**src/rtl/inst_cache_pkg.sv**
```systemverilog
// Shared instruction-cache constants, address layout and fill-state encodings.
// The data cache reuses the IC_* state encodings.
package inst_cache_pkg;

  localparam int WORD_W     = 16;
  localparam int LINE_W     = 64;
  localparam int INDEX_BITS = 2;
  localparam int OFF_BITS   = 2;
  localparam int TAG_W      = WORD_W - INDEX_BITS - OFF_BITS;
  localparam int CNT_W      = 16;
  localparam int N_LINES    = 1 << INDEX_BITS;

  localparam logic [1:0] IC_IDLE  = 2'd0;
  localparam logic [1:0] IC_REQ   = 2'd1;
  localparam logic [1:0] IC_FETCH = 2'd2;

  typedef struct packed {
    logic [TAG_W-1:0]      tag;
    logic [INDEX_BITS-1:0] idx;
    logic [OFF_BITS-1:0]   off;
  } addr_t;

  function automatic logic [WORD_W-1:0] line_word(input logic [LINE_W-1:0] line,
                                                  input logic [OFF_BITS-1:0] off);
    return line[off*WORD_W +: WORD_W];
  endfunction

endpackage

```
**src/rtl/icache_array.sv**
```systemverilog
// Tag/valid/line storage: combinational read, one write port, flush-all.
// Valid bits clear asynchronously on reset; tag and data carry no reset.
module icache_array
  import inst_cache_pkg::*;
(
  input  logic                  i_clk,
  input  logic                  i_rst_n,
  input  logic                  i_flush,
  input  logic [INDEX_BITS-1:0] i_rd_idx,
  output logic                  o_rd_valid,
  output logic [TAG_W-1:0]      o_rd_tag,
  output logic [LINE_W-1:0]     o_rd_line,
  input  logic                  i_wr_en,
  input  logic [INDEX_BITS-1:0] i_wr_idx,
  input  logic [TAG_W-1:0]      i_wr_tag,
  input  logic [LINE_W-1:0]     i_wr_line
);

  logic [N_LINES-1:0] r_valid;
  logic [TAG_W-1:0]   r_tag  [N_LINES];
  logic [LINE_W-1:0]  r_line [N_LINES];

  // Flush wins over a same-cycle install.
  always_ff @(posedge i_clk or negedge i_rst_n) begin
    if (!i_rst_n) begin
      r_valid <= '0;
    end else if (i_flush) begin
      r_valid <= '0;
    end else if (i_wr_en) begin
      r_valid[i_wr_idx] <= 1'b1;
    end
  end

  always_ff @(posedge i_clk) begin
    if (i_wr_en) begin
      r_tag[i_wr_idx]  <= i_wr_tag;
      r_line[i_wr_idx] <= i_wr_line;
    end
  end

  assign o_rd_valid = r_valid[i_rd_idx];
  assign o_rd_tag   = r_tag[i_rd_idx];
  assign o_rd_line  = r_line[i_rd_idx];

endmodule

```
**src/rtl/inst_cache.sv**
```systemverilog
// Direct-mapped read-only instruction cache: same-cycle hit, one-line fill per miss.
// Fetch is held off (cpu_ready=0) while a fill is outstanding; arbiter launch waits for ready_inst.
module inst_cache
  import inst_cache_pkg::*;
(
  input  logic              clk,
  input  logic              reset_n,
  input  logic              cpu_read,
  input  logic [WORD_W-1:0] cpu_addr,
  output logic [WORD_W-1:0] cpu_data,
  output logic              cpu_ready,
  input  logic              flush,
  output logic              read_inst,
  output logic [WORD_W-1:0] addr_inst,
  input  logic [LINE_W-1:0] res_inst,
  input  logic              ready_inst,
  input  logic              ack_inst,
  output logic [CNT_W-1:0]  hit_count,
  output logic [CNT_W-1:0]  miss_count
);

  localparam int MIDX_LO = OFF_BITS;
  localparam int MTAG_LO = OFF_BITS + INDEX_BITS;

  logic [1:0]        r_state;
  logic              r_read_inst;
  logic              r_drop;
  logic [WORD_W-1:0] r_miss_addr;
  logic [CNT_W-1:0]  r_hit_cnt;
  logic [CNT_W-1:0]  r_miss_cnt;

  addr_t             w_addr;
  logic              w_valid;
  logic [TAG_W-1:0]  w_tag;
  logic [LINE_W-1:0] w_line;
  logic              w_idle;
  logic              w_hit;
  logic              w_miss;
  logic              w_fill;

  assign w_addr = cpu_addr;
  assign w_idle = (r_state == IC_IDLE);
  assign w_hit  = cpu_read & w_valid & (w_tag == w_addr.tag) & w_idle;
  assign w_miss = cpu_read & ~w_hit & w_idle;
  // A flush coinciding with the ack must also suppress the install.
  assign w_fill = (r_state == IC_FETCH) & ack_inst & ~r_drop & ~flush;

  icache_array u_array (
    .i_clk      (clk),
    .i_rst_n    (reset_n),
    .i_flush    (flush),
    .i_rd_idx   (w_addr.idx),
    .o_rd_valid (w_valid),
    .o_rd_tag   (w_tag),
    .o_rd_line  (w_line),
    .i_wr_en    (w_fill),
    .i_wr_idx   (r_miss_addr[MTAG_LO-1:MIDX_LO]),
    .i_wr_tag   (r_miss_addr[WORD_W-1:MTAG_LO]),
    .i_wr_line  (res_inst)
  );

  always_ff @(posedge clk or negedge reset_n) begin
    if (!reset_n) begin
      r_state     <= IC_IDLE;
      r_read_inst <= 1'b0;
      r_drop      <= 1'b0;
      r_miss_addr <= '0;
      r_miss_cnt  <= '0;
    end else begin
      case (r_state)
        IC_IDLE: begin
          if (w_miss) begin
            r_miss_addr <= {w_addr.tag, w_addr.idx, {OFF_BITS{1'b0}}};
            if (r_miss_cnt != '1) r_miss_cnt <= r_miss_cnt + 1'b1;
            if (ready_inst) begin
              r_read_inst <= 1'b1;
              r_state     <= IC_FETCH;
            end else begin
              r_state     <= IC_REQ;
            end
          end
        end
        IC_REQ: begin
          if (ready_inst) begin
            r_read_inst <= 1'b1;
            r_state     <= IC_FETCH;
          end
        end
        IC_FETCH: begin
          if (ack_inst) begin
            r_read_inst <= 1'b0;
            r_drop      <= 1'b0;
            r_state     <= IC_IDLE;
          end else if (flush) begin
            r_drop      <= 1'b1;
          end
        end
        default: begin
          r_read_inst <= 1'b0;
          r_state     <= IC_IDLE;
        end
      endcase
    end
  end

  always_ff @(posedge clk or negedge reset_n) begin
    if (!reset_n) begin
      r_hit_cnt <= '0;
    end else if (w_hit && r_hit_cnt != '1) begin
      r_hit_cnt <= r_hit_cnt + 1'b1;
    end
  end

  assign cpu_ready  = w_hit;
  assign cpu_data   = line_word(w_line, w_addr.off);
  assign read_inst  = r_read_inst;
  assign addr_inst  = w_idle ? '0 : r_miss_addr;
  assign hit_count  = r_hit_cnt;
  assign miss_count = r_miss_cnt;

endmodule

```
**config.mk**
```make
export PLATFORM = sky130hd
export DESIGN_NAME = inst_cache
export DESIGN_NICKNAME = d
export VERILOG_FILES = /design/src/rtl/inst_cache_pkg.sv /design/src/rtl/icache_array.sv /design/src/rtl/inst_cache.sv
export SDC_FILE = /design/constraint.sdc
export NUM_CORES = 1
export LEC_CHECK = 0
export ABC_AREA = 0
export CORE_ASPECT_RATIO = 1.4
export CORE_MARGIN = 4
export CORE_UTILIZATION = 30
export CTS_CLUSTER_SIZE = 20
export DETAILED_ROUTE_END_ITERATION = 8
export GPL_TIMING_DRIVEN = 0
export PLACE_DENSITY_LB_ADDON = 0.3
export SLEW_MARGIN = 20
export SYNTH_ARGS = -nofsm -noshare
export SYNTH_HDL_FRONTEND = slang
export SYNTH_SLANG_ARGS = --single-unit
```
**constraint.sdc**
```tcl
create_clock -name clk -period 10.7 [get_ports clk]
set_input_delay 2.14 -clock clk [delete_from_list [all_inputs] [get_ports clk]]
set_output_delay 2.14 -clock clk [all_outputs]
set_load 0.05 [all_outputs]
```
==> qor.txt, run 1 <==
Worst Path Max Fanout: 10
gr busiest metal: met2
row cnt: 93
cts hold-fix bufs: 0
CTS tree: yes
post-synth top area share: 0.645
final worst slack: 2330 ps
Num CTS Buffers: 39
Final #Nets: 977
GRT Overall Usage: 0.129
Synth Warn #: 0
Vias/cell: 4.57
M3 GR Usage: 0.0349
number of flops mapped to enable cells by yosys: 304
Rel. slew slack: 0.269
die footprint: 0.0507 mm2
Distinct cells, synth: 43
Synth Register Bits: 358
Setup Skew: 11.8 ps
area grow syn2layout: 27.2%
DR pass1 iterations: 4
Worst Reg-to-Reg Cells: 10
Clock Sinks: 358
asr flop ratio synth: 0.151
R2R Path Start: r_state[1]$_DFFE_PN0P_
area post-placement: 0.0168 mm2
final setup fails: 0
initial core utilization: 0.305
IO buf count: 145
Syn Area/Cell: 20.8 um2
P_leak: 6.06 nW
met2 GRT Util: 0.227
H-tree Lvls: 2
largest net degree at the start of global routing: 43
Max Freq: 119 MHz
FILL cells: 4299
gpl congestion: 0.778
dpl ws: 2160 ps
Reg clk slew, reported paths: 50 ps
Main synth FF type: edfxtp_1
R2R Setup Slk: 7490 ps
Hold Path Origin: u_array.r_valid[3]$_DFFE_PN0P_
PostCTS Resize Cnt: 0
remaining antenna violation count after routing: 0
Max Buffers Root-to-Sink: 3
DR iter-0 viols: 403
cell taking the most area after synthesis: edfxtp_1
CP required: 8560 ps
clock latency on the worst-skew pair: 520 ps
Finished Cell Area: 0.0180 mm2
Residual DRC: 0
grt total ovfl: 0
Die H: 265 um
I/O pins: 152
Final Max Slew Viols: 0
CTS Root Cell: clkbuf_16
WP data arrival: 6230 ps
RSZ-0062 raised after global routing: false
Die Wd: 192 um
worst slew pin tran: 1100 ps
first-pass GRT wire length: 49.3 mm
top cells by area, synth: edfxtp_1 65%, mux4_2 14%, dfrtp_1 9.6%, xnor2_1 1.6%, mux2_4 1.5%
Wirelength per Cell: 21.2 um
crit path kind: in2out
Final Hold Vio Count: 0
status: finished, final reports clean
Worst setup SP type: input port
post-synthesis cell area: 0.0141 mm2
register area share after synthesis: 0.741
Max VDD drop: 0.000191 V
min Tclk post-route: 8370 ps
Worst Hold Class: reg2reg
hpwl dp: 22.3 mm
reg2reg end: u_array.r_line[0][19]$_DFFE_PP_
Critical Path Sink Type: output port
Setup Fix Bufs, Post-CTS: 0
Hold EP: u_array.r_valid[3]$_DFFE_PN0P_
initial antenna violation count: 6
final WL: 32.5 mm
layout cells sized above 1: 0.226
Core Area: 0.0463 mm2
power density over the cells: 184 mW/mm2
register cell area after layout: 0.0105 mm2
number of global-route vias before repair: 7855
multi-input logic area: 0.00350 mm2
vias post-DR: 7005
Max-Cap Viols: 0
WHS Path Cells: 1
Post-Synthesis Cells: 680
Hold WS: 485 ps
met1 Resource Use GR: 0.155
period utilization: 0.782
[synthesized netlist by cell type (3+ instances only)]
cell        n
nor3_1      4
nand4_1    12
nand3_1    17
nor2b_1    15
buf_1       5
a21oi_1     4
inv_1       6
o21ai_0     5
and3_1      6
nand2_1    18
buf_6       5
mux4_2     88
nand2b_1    3
xnor2_1    26
buf_2       7
dfrtp_1    54
clkbuf_1   10
mux2_4     14
and2_1      4
xor2_1     17
nor2_1     15
buf_4       3
edfxtp_1  304
mux2i_1     6
mux2_1      5
a21o_1      3
[report_power, final]
part           internal, mW  switching (mW)
Sequential             1.58          0.0419
Combinational         0.171           0.230
Clock                 0.768           0.518
[per-layer routing]
layer,part of all wire,wire (um)
met5,0.0010,34
met4,0.023,761
met3,0.058,1870
met2,0.52,16800
met1,0.40,13000
[worst max-delay path by stage]
| stage | start | to | slack, ps | cells past startpoint |
|---|---|---|---|---|
| after floorplan | flush | u_array.r_line[0][0]$_DFFE_PP_ | 2020 | 2 |
| after global placement | ack_inst | u_array.r_line[0][19]$_DFFE_PP_ | -4170 | 4 |
| after detailed placement | cpu_addr[3] | cpu_data[12] | 2160 | 8 |
| after CTS | cpu_addr[3] | cpu_data[12] | 2150 | 8 |
| after global routing | cpu_addr[3] | cpu_data[13] | 2110 | 8 |
| final | cpu_addr[3] | cpu_data[12] | 2330 | 8 |
[per-stage QoR]
step,total power [mW],TNS (ps),cells,util
finish,3.30,0,1533,0.389
global route,3.44,0,1530,0.388
CTS,3.37,0,1530,0.388
detailed placement,2.05,0,1465,0.362
global placement,2.05,-319610,1443,0.353
floorplan,1.88,0,681,-
[final cells by class]
class	instances	share of cell area
tap	617	0.0429
sequential	358	0.582
inverter	6	0.00125
multi-input combinational	287	0.194
antenna	3	0.000417
timing repair buffer	167	0.101
clock inverter	11	0.00661
clock buffer	54	0.0614
buffer	30	0.00960
[cells in the final DEF (no fill, tap or decap), types with 12 or more instances in the layout]
master	instances
edfxtp_1	304
clkdlybuf4s50_1	144
mux4_2	88
dfrtp_1	54
clkbuf_16	41
xnor2_1	26
clkbuf_1	18
nand2_1	18
xor2_1	17
nand3_1	17
nor2b_1	15
mux2_4	14
nor2_1	13
buf_4	12
nand4_1	12
[kinds of logic after synthesis]
group	share of synthesized area
flip-flops	0.741
multiplexers	0.163
AND/OR/NAND/NOR	0.0433
XOR/XNOR	0.0266
buffers and inverters	0.0136
AO/OA/AOI/OAI	0.0102
adder cells (fa/ha/maj)	0.00177
other	0.000265
[sequential cells by signal, indices dropped and copies added, names as in the netlist]
| name | flops |
|---|---|
| u_array.r_line | 256 |
| r_drop | 1 |
| u_array.r_valid | 4 |
| miss_count | 16 |
| u_array.r_tag | 48 |
| r_state | 2 |
| read_inst | 1 |
| hit_count | 16 |
| r_miss_addr | 14 |
[critical path, stage by stage]
cell and delay [ps]:
clkdlybuf4s50_1 490, buf_4 210, buf_2 330, buf_1 600, clkbuf_1 770, mux4_2 420, mux4_2 520, clkdlybuf4s50_1 720
Power figures use the tool's default switching activity.
==> run 2: changes to the inputs <==
==> constraint.sdc (replaced) <==
create_clock -name clk -period 8.56 [get_ports clk]
set_input_delay 1.712 -clock clk [delete_from_list [all_inputs] [get_ports clk]]
set_output_delay 1.712 -clock clk [all_outputs]
set_load 0.05 [all_outputs]
==> results of run 2 <==
Same layout as run 1 (identical final DEF). Status: finished, final reports clean.
Main changes from that run: setup slack after placement 2160 ps -> 873 ps; setup slack after layout 2330 ps -> 1050 ps; register-to-register setup slack 7490 ps -> 5350 ps; total power 3.30 mW -> 4.13 mW; worst IR drop on VDD 0.000191 V -> 0.000239 V
==> run 3: changes to the inputs <==
--- a/config.mk
+++ b/config.mk
@@ -13,7 +13,7 @@
 export DETAILED_ROUTE_END_ITERATION = 8
 export GPL_TIMING_DRIVEN = 0
 export PLACE_DENSITY_LB_ADDON = 0.3
-export SLEW_MARGIN = 20
+export SLEW_MARGIN = 10
 export SYNTH_ARGS = -nofsm -noshare
 export SYNTH_HDL_FRONTEND = slang
 export SYNTH_SLANG_ARGS = --single-unit
==> run 3 against run 2 <==
Via count up 0.13%. Sequential share of layout area up 0.15 points. Highest routed layer unchanged. Total power up 1.7%. Combinational power about the same. Clock skew up 2.4 ps. Worst hold slack better by 1.5 ps. Sequential power about the same.
==> qor.txt, run 3 (synthesis results as in run 1) <==
power density over the cells: 234 mW/mm2
area grow syn2layout: 26.9%
Worst Path Max Fanout: 10 (unchanged)
Die H: 265 um (unchanged)
FILL cells: 4319 (+0.47%)
Internal: 3.20 mW
grt total ovfl: 0 (unchanged)
clock share of power: 0.400 (+0.011)
R2R Path Start: r_state[1]$_DFFE_PN0P_
worst slew pin tran: 1050 ps (-50.6 ps)
Worst Hold Class: reg2reg
CP required: 6850 ps
number of global-route vias before repair: 7855 (unchanged)
Worst Setup EP: cpu_data[12]
commonest non-fill, non-tap cell in the layout: edfxtp_1
P_leak: 6.02 nW (-0.59%)
Vias/cell: 4.58 (+0.19%)
RSZ-0062 raised after global routing: false
clock latency on the worst-skew pair: 530 ps (about the same)
Residual DRC: 0 (unchanged)
Final Max Slew Viols: 0 (unchanged)
Final #Nets: 973 (-0.41%)
Net Switching: 1.00 mW
Worst Reg-to-Reg Cells: 9 (-1)
Die Wd: 192 um (unchanged)
register cell area after layout: 0.0105 mm2 (unchanged)
final worst slack: 1080 ps
min Tclk post-route: 7480 ps
switching share of total power: 0.238
final WL: 32.4 mm (-0.34%)
crit path kind: in2out
Final Hold Vio Count: 0 (unchanged)
remaining antenna violation count after routing: 0 (unchanged)
Comb power frac: 0.119 (-0.002)
most frequent cells in the layout: 304 x edfxtp_1, 144 x clkdlybuf4s50_1, 88 x mux4_2
initial antenna violation count: 5 (-1)
DR iter-0 viols: 350 (-13%)
Slowest-stage cell, CP: clkbuf_1
area post-placement: 0.0167 mm2 (-0.63%)
R2R Setup Slk: 5680 ps
Max Buffers Root-to-Sink: 3 (unchanged)
Core Area: 0.0463 mm2 (unchanged)
cts hold-fix bufs: 0 (unchanged)
Top Registers: u_array.r_line x256, u_array.r_tag x48
setup TNS: 0 ps (unchanged)
vias post-DR: 7014 (+0.13%)
status: finished, final reports clean
I/O pins: 152 (unchanged)
Wirelength per Cell: 21.1 um (-0.28%)
Finished Cell Area: 0.0179 mm2 (-0.26%)
die footprint: 0.0507 mm2 (unchanged)
hpwl dp: 22.0 mm (-1.4%)
layout cells sized above 1: 0.225 (-0.000849)
Setup Skew: 14.2 ps (+2.39 ps)
Clock Sinks: 358 (unchanged)
Max VDD drop: 0.000165 V
Critical Path Sink Type: output port
CTS Root Cell: clkbuf_16
Max stage delay on crit path: 730 ps (-40 ps)
initial core utilization: 0.305 (unchanged)
reg2reg end: u_array.r_line[0][51]$_DFFE_PP_
Hold WS: 487 ps (+1.49 ps)
row cnt: 93 (unchanged)
CP top delay family: buffers and inverters
H-tree Lvls: 2 (unchanged)
Largest register FFs: 256 (unchanged)
Worst path depth: 8 (unchanged)
largest net degree at the start of global routing: 55 (+28%)
CTS tree: yes
gpl congestion: 0.778 (unchanged)
dpl ws: 930 ps
period utilization: 0.874
PostCTS Resize Cnt: 0 (unchanged)
WHS Path Cells: 1 (unchanged)
GRT Overall Usage: 0.128 (-0.00112)
CP Cell Sequence: clkdlybuf4s50_1 > buf_4 > buf_2 > buf_1 > clkbuf_1 > mux4_2 > mux4_2 > clkdlybuf4s50_1
final setup fails: 0 (unchanged)
multi-input logic area: 0.00350 mm2 (unchanged)
Max-Cap Viols: 0 (unchanged)
Rel. slew slack: 0.302 (+0.0337)
Reg clk slew, reported paths: 60 ps (about the same)
Max Freq: 134 MHz
IO buf count: 145 (unchanged)
Reg power frac: 0.481 (-0.009)
WP data arrival: 5770 ps
Crit. Startpoint: cpu_addr[3]
Worst setup SP type: input port
DR pass1 iterations: 6 (+2)
Setup Fix Bufs, Post-CTS: 0 (unchanged)
Top reg by flops: u_array.r_line
Num CTS Buffers: 39 (unchanged)
CP bufs+invs: 6 (unchanged)
first-pass GRT wire length: 49.1 mm (-0.32%)
run 3: cell count changes in the layout (fill, tap and decap cells not counted), moves of 2 or more:
cell,before,now
buf_12,4,6
buf_16,7,2
bufinv_16,2,5
clkbuf_8,3,1
clkinvlp_4,0,4
run 3: cell type report:
class / instances / area share
Sequential cell: 358 / 0.584
Multi-Input combinational cell: 287 / 0.195
Timing Repair Buffer: 163 / 0.0953
Clock buffer: 51 / 0.0586
Tap cell: 617 / 0.0430
Clock inverter: 17 / 0.0129
Buffer: 30 / 0.00955
Inverter: 6 / 0.00125
Antenna cell: 3 / 0.000418
run 3: worst min path at each step:
stage                                               from                             end
after detailed placement  u_array.r_valid[3]$_DFFE_PN0P_  u_array.r_valid[3]$_DFFE_PN0P_
after CTS                 u_array.r_valid[2]$_DFFE_PN0P_  u_array.r_valid[2]$_DFFE_PN0P_
final                     u_array.r_valid[2]$_DFFE_PN0P_  u_array.r_valid[2]$_DFFE_PN0P_
after global placement    u_array.r_valid[2]$_DFFE_PN0P_  u_array.r_valid[2]$_DFFE_PN0P_
after global routing      u_array.r_valid[2]$_DFFE_PN0P_  u_array.r_valid[2]$_DFFE_PN0P_
after floorplan                   r_state[1]$_DFFE_PN0P_          r_state[0]$_DFFE_PN0P_
run 3: per-layer routing:
metal  global-route usage  wire [um]  vias to the layer above
li1                     -          -                     3170
met1                0.153      12700                     3623
met2                0.227      16900                      177
met3               0.0385       2210                       40
met4               0.0293        523                        4
met5                    0         18                        -
run 3: through the flow:
stage           util  total power [mW]  std cells
2_1_floorplan      -              2.36        681
5_1_grt        0.387              4.38       1529
3_3_place_gp   0.353              2.56       1443
6_report       0.388              4.20       1532
4_1_cts        0.387              4.27       1529
3_5_place_dp   0.360              2.57       1461
run 3: power by group through the flow:
stage	logic [mW]	registers [mW]	clock network [mW]
after floorplan	0.258	2.10	0
after global placement	0.498	2.06	0
after detailed placement	0.508	2.06	0
after CTS	0.510	2.02	1.74
after global routing	0.530	2.03	1.82
final	0.498	2.02	1.68
